File: src/rtl/if_pkg.sv
// Shared types for the instruction-fetch stage: nop encoding, fetch FSM
// states and the fetch buffer entry layout.
package if_pkg;

  localparam logic [31:0] NOP_INSTR = 32'h0000_0000;

  typedef enum logic [1:0] {
    ISSUE,
    WAIT,
    DISCARD
  } fetch_state_e;

  typedef struct packed {
    logic [31:0] instr;
    logic [31:0] pc4;
  } fetch_entry_t;

endpackage

File: src/rtl/if_fetch_fifo.sv
// Small fetch buffer holding fetched instruction/PC+4 pairs.
// DEPTH must be a power of two so the pointers wrap naturally.
// A clear has priority over push and pop.
module if_fetch_fifo
  import if_pkg::*;
#(
  parameter int unsigned DEPTH = 2,
  localparam int unsigned AW = (DEPTH > 1) ? $clog2(DEPTH) : 1,
  localparam int unsigned CW = $clog2(DEPTH) + 1
) (
  input  logic          clock,
  input  logic          reset_n,
  input  logic          push,
  input  logic          pop,
  input  logic          clear,
  input  fetch_entry_t  wr_data,
  output fetch_entry_t  rd_data,
  output logic [CW-1:0] count,
  output logic          full,
  output logic          empty
);

  fetch_entry_t  mem [DEPTH];
  logic [AW-1:0] rd_ptr;
  logic [AW-1:0] wr_ptr;

  // Pointer and occupancy tracking
  always_ff @(posedge clock or negedge reset_n) begin
    if (!reset_n) begin
      rd_ptr <= '0;
      wr_ptr <= '0;
      count  <= '0;
    end else if (clear) begin
      rd_ptr <= '0;
      wr_ptr <= '0;
      count  <= '0;
    end else begin
      if (push) wr_ptr <= wr_ptr + AW'(1);
      if (pop)  rd_ptr <= rd_ptr + AW'(1);
      count <= count + CW'(push) - CW'(pop);
    end
  end

  // Entry storage; contents are masked by the consumer while empty
  always_ff @(posedge clock) begin
    if (push && !clear) mem[wr_ptr] <= wr_data;
  end

  assign rd_data = mem[rd_ptr];
  assign full    = (count == CW'(DEPTH));
  assign empty   = (count == '0);

endmodule

File: src/rtl/if_fetch_unit.sv
// Instruction-fetch stage: PC generation, single-outstanding imem requests,
// fetch buffer and IF/ID presentation with stall/redirect handling.
// Optional macro IF_FETCH_PERF_EN adds fetch_cnt / bubble_cnt counters.
module if_fetch_unit
  import if_pkg::*;
#(
  parameter logic [31:0] RESET_PC   = 32'h0000_0000,
  parameter int unsigned FIFO_DEPTH = 2
) (
  input  logic        clock,
  input  logic        reset_n,
  output logic        imem_req,
  output logic [31:0] imem_addr,
  input  logic        imem_ack,
  input  logic [31:0] imem_rdata,
  input  logic        enable_if_id,
  input  logic        redirect,
  input  logic [31:0] redirect_pc,
  output logic [31:0] instr_out,
  output logic [31:0] pc4_out,
  output logic        instr_valid
`ifdef IF_FETCH_PERF_EN
  ,
  output logic [31:0] fetch_cnt,
  output logic [31:0] bubble_cnt
`endif
);

  localparam int unsigned CW = $clog2(FIFO_DEPTH) + 1;

  fetch_state_e  state;
  logic [31:0]   pc;
  logic [31:0]   target_pc;
  logic          push;
  logic          pop;
  logic          room;
  logic [CW-1:0] fifo_count;
  logic [CW-1:0] count_next;
  logic          fifo_full;
  logic          fifo_empty;
  fetch_entry_t  head;
  fetch_entry_t  wr_entry;

  assign target_pc = {redirect_pc[31:2], 2'b00};

  // Buffer control and look-ahead occupancy used to reserve a slot for the in-flight word
  always_comb begin
    pop        = enable_if_id && !fifo_empty && !redirect;
    push       = (state == WAIT) && imem_ack && !redirect && (!fifo_full || pop);
    count_next = redirect ? '0 : fifo_count + CW'(push) - CW'(pop);
    room       = (count_next < CW'(FIFO_DEPTH));
    wr_entry   = '{instr: imem_rdata, pc4: pc + 32'd4};
  end

  if_fetch_fifo #(.DEPTH(FIFO_DEPTH)) u_fifo (
    .clock   (clock),
    .reset_n (reset_n),
    .push    (push),
    .pop     (pop),
    .clear   (redirect),
    .wr_data (wr_entry),
    .rd_data (head),
    .count   (fifo_count),
    .full    (fifo_full),
    .empty   (fifo_empty)
  );

  // Fetch FSM with registered request outputs
  // An ack that leaves room re-issues at pc+4 directly (ISSUE folded into the same
  // edge) so a zero-wait memory sustains one instruction per cycle.
  always_ff @(posedge clock or negedge reset_n) begin
    if (!reset_n) begin
      state     <= ISSUE;
      pc        <= RESET_PC;
      imem_req  <= 1'b0;
      imem_addr <= '0;
    end else begin
      case (state)
        ISSUE: begin
          if (redirect) begin
            pc <= target_pc;
          end else if (room) begin
            imem_req  <= 1'b1;
            imem_addr <= pc;
            state     <= WAIT;
          end
        end
        WAIT: begin
          if (redirect) begin
            pc <= target_pc;
            if (imem_ack) begin
              imem_req <= 1'b0;
              state    <= ISSUE;
            end else begin
              state <= DISCARD;
            end
          end else if (imem_ack) begin
            pc <= pc + 32'd4;
            if (room) begin
              imem_addr <= pc + 32'd4;
            end else begin
              imem_req <= 1'b0;
              state    <= ISSUE;
            end
          end
        end
        DISCARD: begin
          if (redirect) pc <= target_pc;
          if (imem_ack) begin
            imem_req <= 1'b0;
            state    <= ISSUE;
          end
        end
        default: begin
          imem_req <= 1'b0;
          state    <= ISSUE;
        end
      endcase
    end
  end

  assign instr_valid = !fifo_empty;
  assign instr_out   = fifo_empty ? NOP_INSTR : head.instr;
  assign pc4_out     = fifo_empty ? '0 : head.pc4;

`ifdef IF_FETCH_PERF_EN
  // Performance counters: words pushed and consumer-visible bubbles
  always_ff @(posedge clock or negedge reset_n) begin
    if (!reset_n) begin
      fetch_cnt  <= '0;
      bubble_cnt <= '0;
    end else begin
      if (push) fetch_cnt <= fetch_cnt + 32'd1;
      if (enable_if_id && fifo_empty) bubble_cnt <= bubble_cnt + 32'd1;
    end
  end
`endif

endmodule

File: config.mk
export PLATFORM = sky130hd
export DESIGN_NAME = if_fetch_unit
export DESIGN_NICKNAME = d
export VERILOG_FILES = /design/src/rtl/if_pkg.sv /design/src/rtl/if_fetch_fifo.sv /design/src/rtl/if_fetch_unit.sv
export SDC_FILE = /design/constraint.sdc
export NUM_CORES = 1
export LEC_CHECK = 0
export ABC_AREA = 1
export CORE_MARGIN = 3
export CORE_UTILIZATION = 50
export DETAILED_ROUTE_END_ITERATION = 12
export GPL_TIMING_DRIVEN = 0
export PLACE_DENSITY = 0.76
export RECOVER_POWER = 50
export SKIP_LAST_GASP = 1
export SYNTH_ARGS = -nofsm -noshare
export SYNTH_HDL_FRONTEND = slang
export SYNTH_HIERARCHICAL = 1
export SYNTH_SLANG_ARGS = --single-unit
File: constraint.sdc
create_clock -name clock -period 7.4 [get_ports clock]
set_input_delay 1.48 -clock clock [delete_from_list [all_inputs] [get_ports clock]]
set_output_delay 1.48 -clock clock [all_outputs]
set_load 0.1 [all_outputs]
* Yosys cells after proc, flatten, opt, wreduce, memory -nomap -nowiden *
Memories as Yosys holds them, arrays and structs flattened.
Cells that the tools add are included.

operators by class
  add/sub/neg operators = 5
  magnitude comparators = 1
  equality and inequality tests = 12
  mux-type cells = 34
  reductions and logical operators = 21

operators with widths
  cell                     count
  $mux W32                 10
  $pmux W32 S2             2
  $add A32 B3 Y32 const B  1
  $mux W2                  8
  $mux W1                  12
  $ne A2 B2 Y1 const B     6
  $reduce_bool A2 Y1       4
  $logic_and A1 B1 Y1      6
  $ne A3 B3 Y1 const B     2
  $pmux W2 S3              1
  $reduce_and A6 Y1        1
  $reduce_and A5 Y1        1
  $eq A2 B2 Y1 const B     2
  $logic_not A2 Y1         2
  $reduce_and A4 Y1        1
  $logic_not A1 Y1         3
  $pmux W1 S3              1
  $reduce_and A3 Y1        1
  $add A1 B1 Y1 const B    2
  $add A2 B1 Y2            1
  $eq A2 B1 Y1 const B     1
  $lt A2 B2 Y1 const B     1
  $ne A2 B1 Y1 const B     1
  $reduce_or A2 Y1         1
  other kinds (2)          2

storage, ports and cells
  register bits = 71
  RAM bits = 128
  memories = 1

memory list
  memory      depth  bits a word  read ports  clocked after Yosys merged registers in  write ports  RTL line             RTL
  u_fifo.mem  2      64           1           0                                        1            if_fetch_fifo.sv:23  fetch_entry_t mem [DEPTH];

* Logic depth before layout (Yosys ltp) *
Gate-level depths: netlist (run 1).

  word-level depth = 14
  gate-level depth with buffers = 16
  depth with buffers taken out = 15

* Modules after synthesis *
Netlist (run 1), hierarchy kept.

modules (own cells, without submodules)
  module         instances  cells each  area each (µm²)  sequential area each (µm²)
  if_fetch_fifo  1          228         4993.5           3943.8
  if_fetch_unit  1          761         4603.2           1576.5

* Worst setup path before layout (run 1) *
Ideal clock, no wire load.

  kind = input to register
  start = input port redirect
  end = memory u_fifo/mem[0][0] (netlist name) (enable)
  library setup time = 487 ps
  data arrival time = 4724 ps
  required time = 6913 ps
  path slack = 2189 ps
  cell stages on the path = 6
  buffers on the path = 0
  cells stage by stage = inv_2 nand2_2 nor2_4 and2_1 nand2_1 nor2_1

on the way
  longest elaborated chain between the ends = 7
  elaborated cells on any way between the ends = 8
  those cells by class = mux (2); reduce/logical (6)

RTL lines
  item                               RTL line                                  RTL
  from (decl)                        if_fetch_unit.sv:17                       input logic redirect,
  $logic_not A1 Y1 (*)               if_fetch_unit.sv:48, if_fetch_unit.sv:49
  $logic_and A1 B1 Y1                if_fetch_unit.sv:48                       pop = enable_if_id && !fifo_empty && !redirect;
  $logic_or A1 B1 Y1                 if_fetch_unit.sv:49                       push = (state == WAIT) && imem_ack && !redirect && (!fifo_full || pop);
  $logic_and A1 B1 Y1 (*)            if_fetch_unit.sv:49
  named net push                     if_fetch_unit.sv:34                       logic push;
  $logic_and A1 B1 Y1 (*)            if_fetch_fifo.sv:46                       if (push && !clear) mem[wr_ptr] <= wr_data;
  $mux W1 (*)                        if_fetch_fifo.sv:46
  $mux W1 (not written as such) (*)  if_fetch_fifo.sv:46
  to (decl)                          if_fetch_fifo.sv:23

The timed path passes the listed nets; every way through them passes the cells marked *.

* Worst setup path after layout (run 1) *
  start = register u_fifo.count[1]
  end = output port pc4_out[0]

on the way
  longest elaborated chain between the ends = 2

RTL lines
  item                    RTL line              RTL
  from (decl)             if_fetch_fifo.sv:18   output logic [CW-1:0] count,
  from (signal assigned)  if_fetch_fifo.sv:40   count <= count + CW'(push) - CW'(pop);
  $logic_not A2 Y1        if_fetch_fifo.sv:51   assign empty = (count == '0);
  named net fifo_empty    if_fetch_unit.sv:40   logic fifo_empty;
  $mux W32                if_fetch_unit.sv:124  assign pc4_out = fifo_empty ? '0 : head.pc4;
  to (decl)               if_fetch_unit.sv:20   output logic [31:0] pc4_out,

The timed path passes the listed nets, and every way through them passes these cells.

==> impl_metrics.csv, run 1 <==
group,metric,value,unit
run_status,outcome,"finished, violations left",
run_status,violations,"capacitance limit, slew limit",
synthesis,synth_cell_type_count,38,
clock_network,htreeDepth,4,
clock_network,cts_tree,"yes",
sta,slew_viol_final,69,
flow_run,drv_cap,2,
floorplan,die-area,20900,um^2
min_path,min_path_type,"reg -> reg",
synthesis,seq_area_frac_synth,0.575,
critical_path,slowest_delay,0.99,ns
sta,whs,0.479,ns
placement,place_area,11600,um^2
sta,slew_headroom,-1.42,
global_route,globalRouteTotalUtil,0.224,
layout,multiInputGateArea,3340,um^2
synthesis,ys_warn_count,6,
synthesis,synthFlopType,"edfxtp_1",
pwr,p_total,0.00525,W
clock_network,clk_pin_slew,0.07,ns
layout,area_growth,26.4,%
routing,postRouteWirelength,23100,um
floorplan,die_y,145,um
clock_network,cts_resized,0,
routing,ant_nets,0,
sta,setup_viol,0,
min_path,holdPathStages,2,
sta,period_share,0.634,
routing,dr.pass1.iters,5,
clock_network,cts.sinks,195,
layout,n_fill_cell,1549,
clock_network,cts_hold_buf,0,
layout,final_nets,1252,
floorplan,rows,50,
sta,rsz0062_at_grt,"false",
routing,viasPerCell,5.09,
layout,finish.instance_area,12100,um^2
routing,dr.first_iter.drc_count,571,
pwr,power_density,433,nW/um^2
layout,drive_gt1_frac,0.107,
synthesis,ys_ff_latch,195,
pwr,ir_worst_vdd,0.557,mV
sta,fmax,213,MHz
clock_network,insertion_delay,0.43,ns
placement,portBuffers,162,
critical_path,required,5.92,ns
global_route,grt_overflow_total,0,
sta,finClkSkew,0.00964,ns
clock_network,cts-root-buf,"clkbuf_16",
layout,final_cell_mix,"nand2_1, nor2_1, clkdlybuf4s50_1, edfxtp_1, inv_1",
synthesis,synth_edf_count,128,
critical_path,worst-path-max-fanout,10,
sta,min_period,4.69,ns
synthesis,syn_area_per_cell,9.70,um^2
critical_path,critPathArrivalTime,3.21,ns
global_route,grt_max_degree,68,
global_route,grt_pass1_wl,35900,um
synthesis,synthArstFlopShare,0.344,
routing,vias,7263,
layout,final_common_cell,"nand2_1",
layout,n_antenna_cell,0,
critical_path,cp-end-kind,"output pin",
critical_path,reg2reg_slack,4.35,ns
synthesis,synthesis.area,9600,um^2
layout,regArea,5520,um^2
critical_path,crit_path_start_kind,"register",
floorplan,coreArea,18800,um^2
floorplan,die_x,145,um
sta,hold_viol_final,0,
sta,timing_worst_slew_pin_value,3.64,ns
clock_network,cts_setup_buffers,0,
critical_path,crit_chain,"nor2_1 > clkbuf_1 > buf_1 > nor2_1 > clkdlybuf4s50_1",
routing,wl_per_cell,16.2,um
floorplan,io_pins,167,
routing,drc,0,
placement,place_hpwl,17200,um
pwr,p_leak,5.16,nW
clock_network,cts_buffers,17,
critical_path,crit_path_top_delay_cell,"clkdlybuf4s50_1",
critical_path,critPathKind,"reg -> out",
placement,gp_congestion,1.01,
critical_path,cpMostUsedCell,"nor2_1",
clock_network,clockBufferDepth,2,
global_route,grt_pass1_vias,7002,
critical_path,r2r_cells,6,
synthesis,syn_inst,989,
global_route,grt_antenna_before_repair,0,
sta,final.setup.tns,0,ns
floorplan,start_util,0.511,
[cells by family (layout without fill, tap and decap cells)]
family,Yosys count,after routing,share of synthesized area
multiplexers,64,64,0.0900
flip-flops,195,195,0.575
adder cells (fa/ha/maj),4,4,0.00522
buffers and inverters,166,364,0.0724
XOR/XNOR,9,9,0.00821
other,1,6,0.000391
AND/OR/NAND/NOR,466,466,0.201
AO/OA/AOI/OAI,84,84,0.0477
[layout make-up]
type / count / share of cell area
Buffer: 40 / 0.0178
Clock buffer: 18 / 0.0354
Clock inverter: 14 / 0.0126
Inverter: 126 / 0.0392
Multi-Input combinational cell: 633 / 0.276
Sequential cell: 195 / 0.455
Tap cell: 234 / 0.0241
Timing Repair Buffer: 166 / 0.140
[registers in the layout, summed over array words and instances (netlist names)]
signal,flops
u_fifo/mem,128
imem_addr,30
pc,30
state,2
u_fifo/count,2
imem_req,1
u_fifo/rd_ptr,1
u_fifo/wr_ptr,1
[power by group]
part,internal (W),switching (W)
clock,0.000502,0.000410
combinational,0.000673,0.00208
sequential,0.00142,0.000165
total,0.00259,0.00266
[metal layers]
layer	wire, um	vias up	GRT usage	part of all wire
met5	0	-	0	0
met2	11000	270	0.368	0.48
met4	384	0	0.0584	0.017
met1	10200	3382	0.306	0.44
met3	1470	27	0.0456	0.064
li1	-	3584	-	-
[synthesized netlist by cell type (7+ instances only)]
cell type  count  area share
nand2_1      258        0.10
nor2_1       141       0.055
edfxtp_1     128        0.40
inv_1        119       0.047
dfrtp_1       67        0.17
o21ai_0       47       0.025
nand3_1       41       0.021
mux2_4        38       0.059
o22ai_1       27       0.018
mux2_2        26       0.031
clkbuf_1      15      0.0059
xor2_1         9      0.0082
buf_1          7      0.0027
[through the flow]
step                      instances  utilization  setup WS, ns
after floorplan                 994            -          2.19
after global placement         1390        0.614        0.0290
after detailed placement       1394        0.620          3.12
after CTS                      1426        0.651          2.64
after global routing           1426        0.646          2.38
final                          1426        0.646          2.71
[critical path, delay by kind of cell, from the launching register on]
family,cells,cell delay (ns)
flops,1,0.44
buf+inv,3,2.03
simple gates,2,0.32
[worst paths after layout]
check	start	endpoint
max	u_fifo/count[1]	pc4_out[0]
min	imem_addr[4]	imem_addr[4]
max reg2reg	state[0]	u_fifo/mem[0][63]
min reg2reg	imem_addr[4]	imem_addr[4]
max in group asynchronous	reset_n	pc[5]
min in group asynchronous	reset_n	imem_addr[29]
(Power assumes the default switching activity.)
==> run 2, diff against run 1 <==
CORE_UTILIZATION = 48   (was 50)
clock period = 4.2 ns   (was 7.4 ns; I/O delays follow)
==> impl_metrics.csv, run 2 (synthesized netlist as in run 1, its figures left out) <==
group,metric,value,unit
clock_network,insertion_delay,0.44,ns
sta,finClkSkew,0.0115,ns
routing,postRouteWirelength,23900,um
critical_path,slowest_delay,0.99,ns
critical_path,critPathKind,"reg -> out",
flow_run,drv_cap,1,
critical_path,critPathArrivalTime,3.21,ns
layout,fin_util,0.627,
sta,setup_viol,0,
critical_path,reg2reg_slack,1.25,ns
critical_path,reg2reg_to,"u_fifo/mem[1][49]",
layout,final_common_cell,"nand2_1",
run_status,outcome,"finished, violations left",
clock_network,clockBufferDepth,2,
critical_path,crit_chain,"nor2_1 > clkbuf_1 > buf_1 > nor2_1 > clkdlybuf4s50_1",
routing,dr.first_iter.drc_count,550,
routing,vias,7412,
layout,reg_top3,"u_fifo/mem x128, imem_addr x30, pc x30",
global_route,grt_antenna_before_repair,0,
clock_network,clk_pin_slew,0.08,ns
sta,hold_viol_final,0,
global_route,grt_pass1_vias,7163,
routing,wl_per_cell,16.4,um
sta,slew_headroom,-0.179,
global_route,grt_pass1_wl,37500,um
layout,drive_gt1_frac,0.107,
layout,final_cell_mix,"nand2_1, nor2_1, edfxtp_1, inv_1, clkdlybuf4s50_1",
layout,largest_reg_flops,128,
routing,dr.pass1.iters,5,
pwr,ir_worst_vdd,0.652,mV
clock_network,cts-root-buf,"clkbuf_16",
global_route,grt_max_degree,68,
sta,slew_viol_final,68,
clock_network,cts_buffers,17,
floorplan,rows,51,
critical_path,required,3.36,ns
global_route,grt_overflow_total,0,
sta,final.setup.tns,0,ns
clock_network,htreeDepth,4,
critical_path,rr_startpoint,"state[0]",
pwr,p_leak,5.62,nW
layout,final_nets,1252,
critical_path,cp-end-kind,"output pin",
clock_network,cts_setup_buffers,0,
critical_path,r2r_cells,6,
min_path,min_path_type,"reg -> reg",
global_route,globalRouteTotalUtil,0.221,
sta,min_period,4.05,ns
routing,drc,0,
floorplan,die_x,147,um
critical_path,worst-path-max-fanout,10,
clock_network,cts_tree,"yes",
run_status,violations,"capacitance limit, slew limit",
critical_path,cpMostUsedCell,"nor2_1",
floorplan,io_pins,167,
critical_path,crit_path_start_kind,"register",
critical_path,crit_path_top_delay_cell,"clkdlybuf4s50_1",
clock_network,cts.sinks,195,
placement,place_hpwl,17500,um
sta,fmax,247,MHz
sta,timing_worst_slew_pin_value,1.77,ns
layout,area_growth,27.5,%
routing,ant_nets,0,
placement,portBuffers,162,
floorplan,start_util,0.491,
layout,regMostFlops,"u_fifo/mem",
floorplan,die_y,147,um
floorplan,die-area,21700,um^2
pwr,power_density,762,nW/um^2
placement,gp_congestion,0.934,
sta,period_share,0.964,
critical_path,crit_path_end,"instr_out[8]",
critical_path,crit_path_start,"u_fifo/count[1]",
floorplan,coreArea,19500,um^2
routing,viasPerCell,5.08,
clock_network,cts_hold_buf,0,
[run 2: report_power, final]
| part | switching (W) | total (W) | internal, W |
|---|---|---|---|
| sequential | 0.000291 | 0.00279 | 0.00250 |
| clock | 0.000764 | 0.00166 | 0.000894 |
| combinational | 0.00369 | 0.00487 | 0.00118 |
| total | 0.00475 | 0.00932 | 0.00457 |
[run 2: how the worst min path moves through the flow]
| stage | startpoint | to | slack, ns | cells past startpoint |
|---|---|---|---|---|
| 4_1_cts | imem_addr[4] | imem_addr[4] | 0.49 | 2 |
| 3_5_place_dp | imem_addr[13] | imem_addr[13] | 0.46 | 2 |
| 2_1_floorplan | reset_n | imem_addr[10] | 0.54 | 0 |
| 3_3_place_gp | imem_addr[11] | imem_addr[11] | 0.46 | 2 |
| 5_1_grt | imem_addr[24] | imem_addr[24] | 0.51 | 2 |
| 6_report | imem_addr[24] | imem_addr[24] | 0.49 | 2 |
[run 2: area by class of cell]
cell class                      instances  area (um^2)
Inverter                              126          475
Antenna cell                            1         2.50
Clock buffer                           17          425
Clock inverter                         15          169
Timing Repair Buffer                  166         1750
Fill cell                            1646         7290
Multi-Input combinational cell        633         3340
Sequential cell                       195         5520
Buffer                                 40          216
Tap cell                              265          332
[run 2: metal layers]
metal / track usage / wire (um)
met1: 0.313 / 10600
met2: 0.351 / 11100
met3: 0.0435 / 1670
met4: 0.0643 / 432
met5: 0 / 0
[run 2: through the flow]
stage | cells | worst slack, ns | area, um^2 | total power (W) | hold slack [ns]
final | 1458 | 0.149 | 12200 | 0.00932 | 0.486
after floorplan | 994 | 0.448 | 9620 | 0.00641 | 0.544
after global routing | 1457 | -0.0163 | 12200 | 0.00979 | 0.511
after detailed placement | 1425 | 0.531 | 11700 | 0.00770 | 0.463
after global placement | 1421 | -0.890 | 11600 | 0.00763 | 0.456
after CTS | 1457 | 0.0482 | 12300 | 0.00938 | 0.488
[run 2: repair_timing]
item,CTS,global route
hold endpoints to repair,0,0
gates resized for setup,0,26
setup endpoints to repair,0,26
[run 2: critical path: cells and delay by family, from the launching register on]
family / cells / cell delay [ns]
buffers and inverters: 3 / 2.06
AND/OR/NAND/NOR: 2 / 0.28
flip-flops: 1 / 0.43
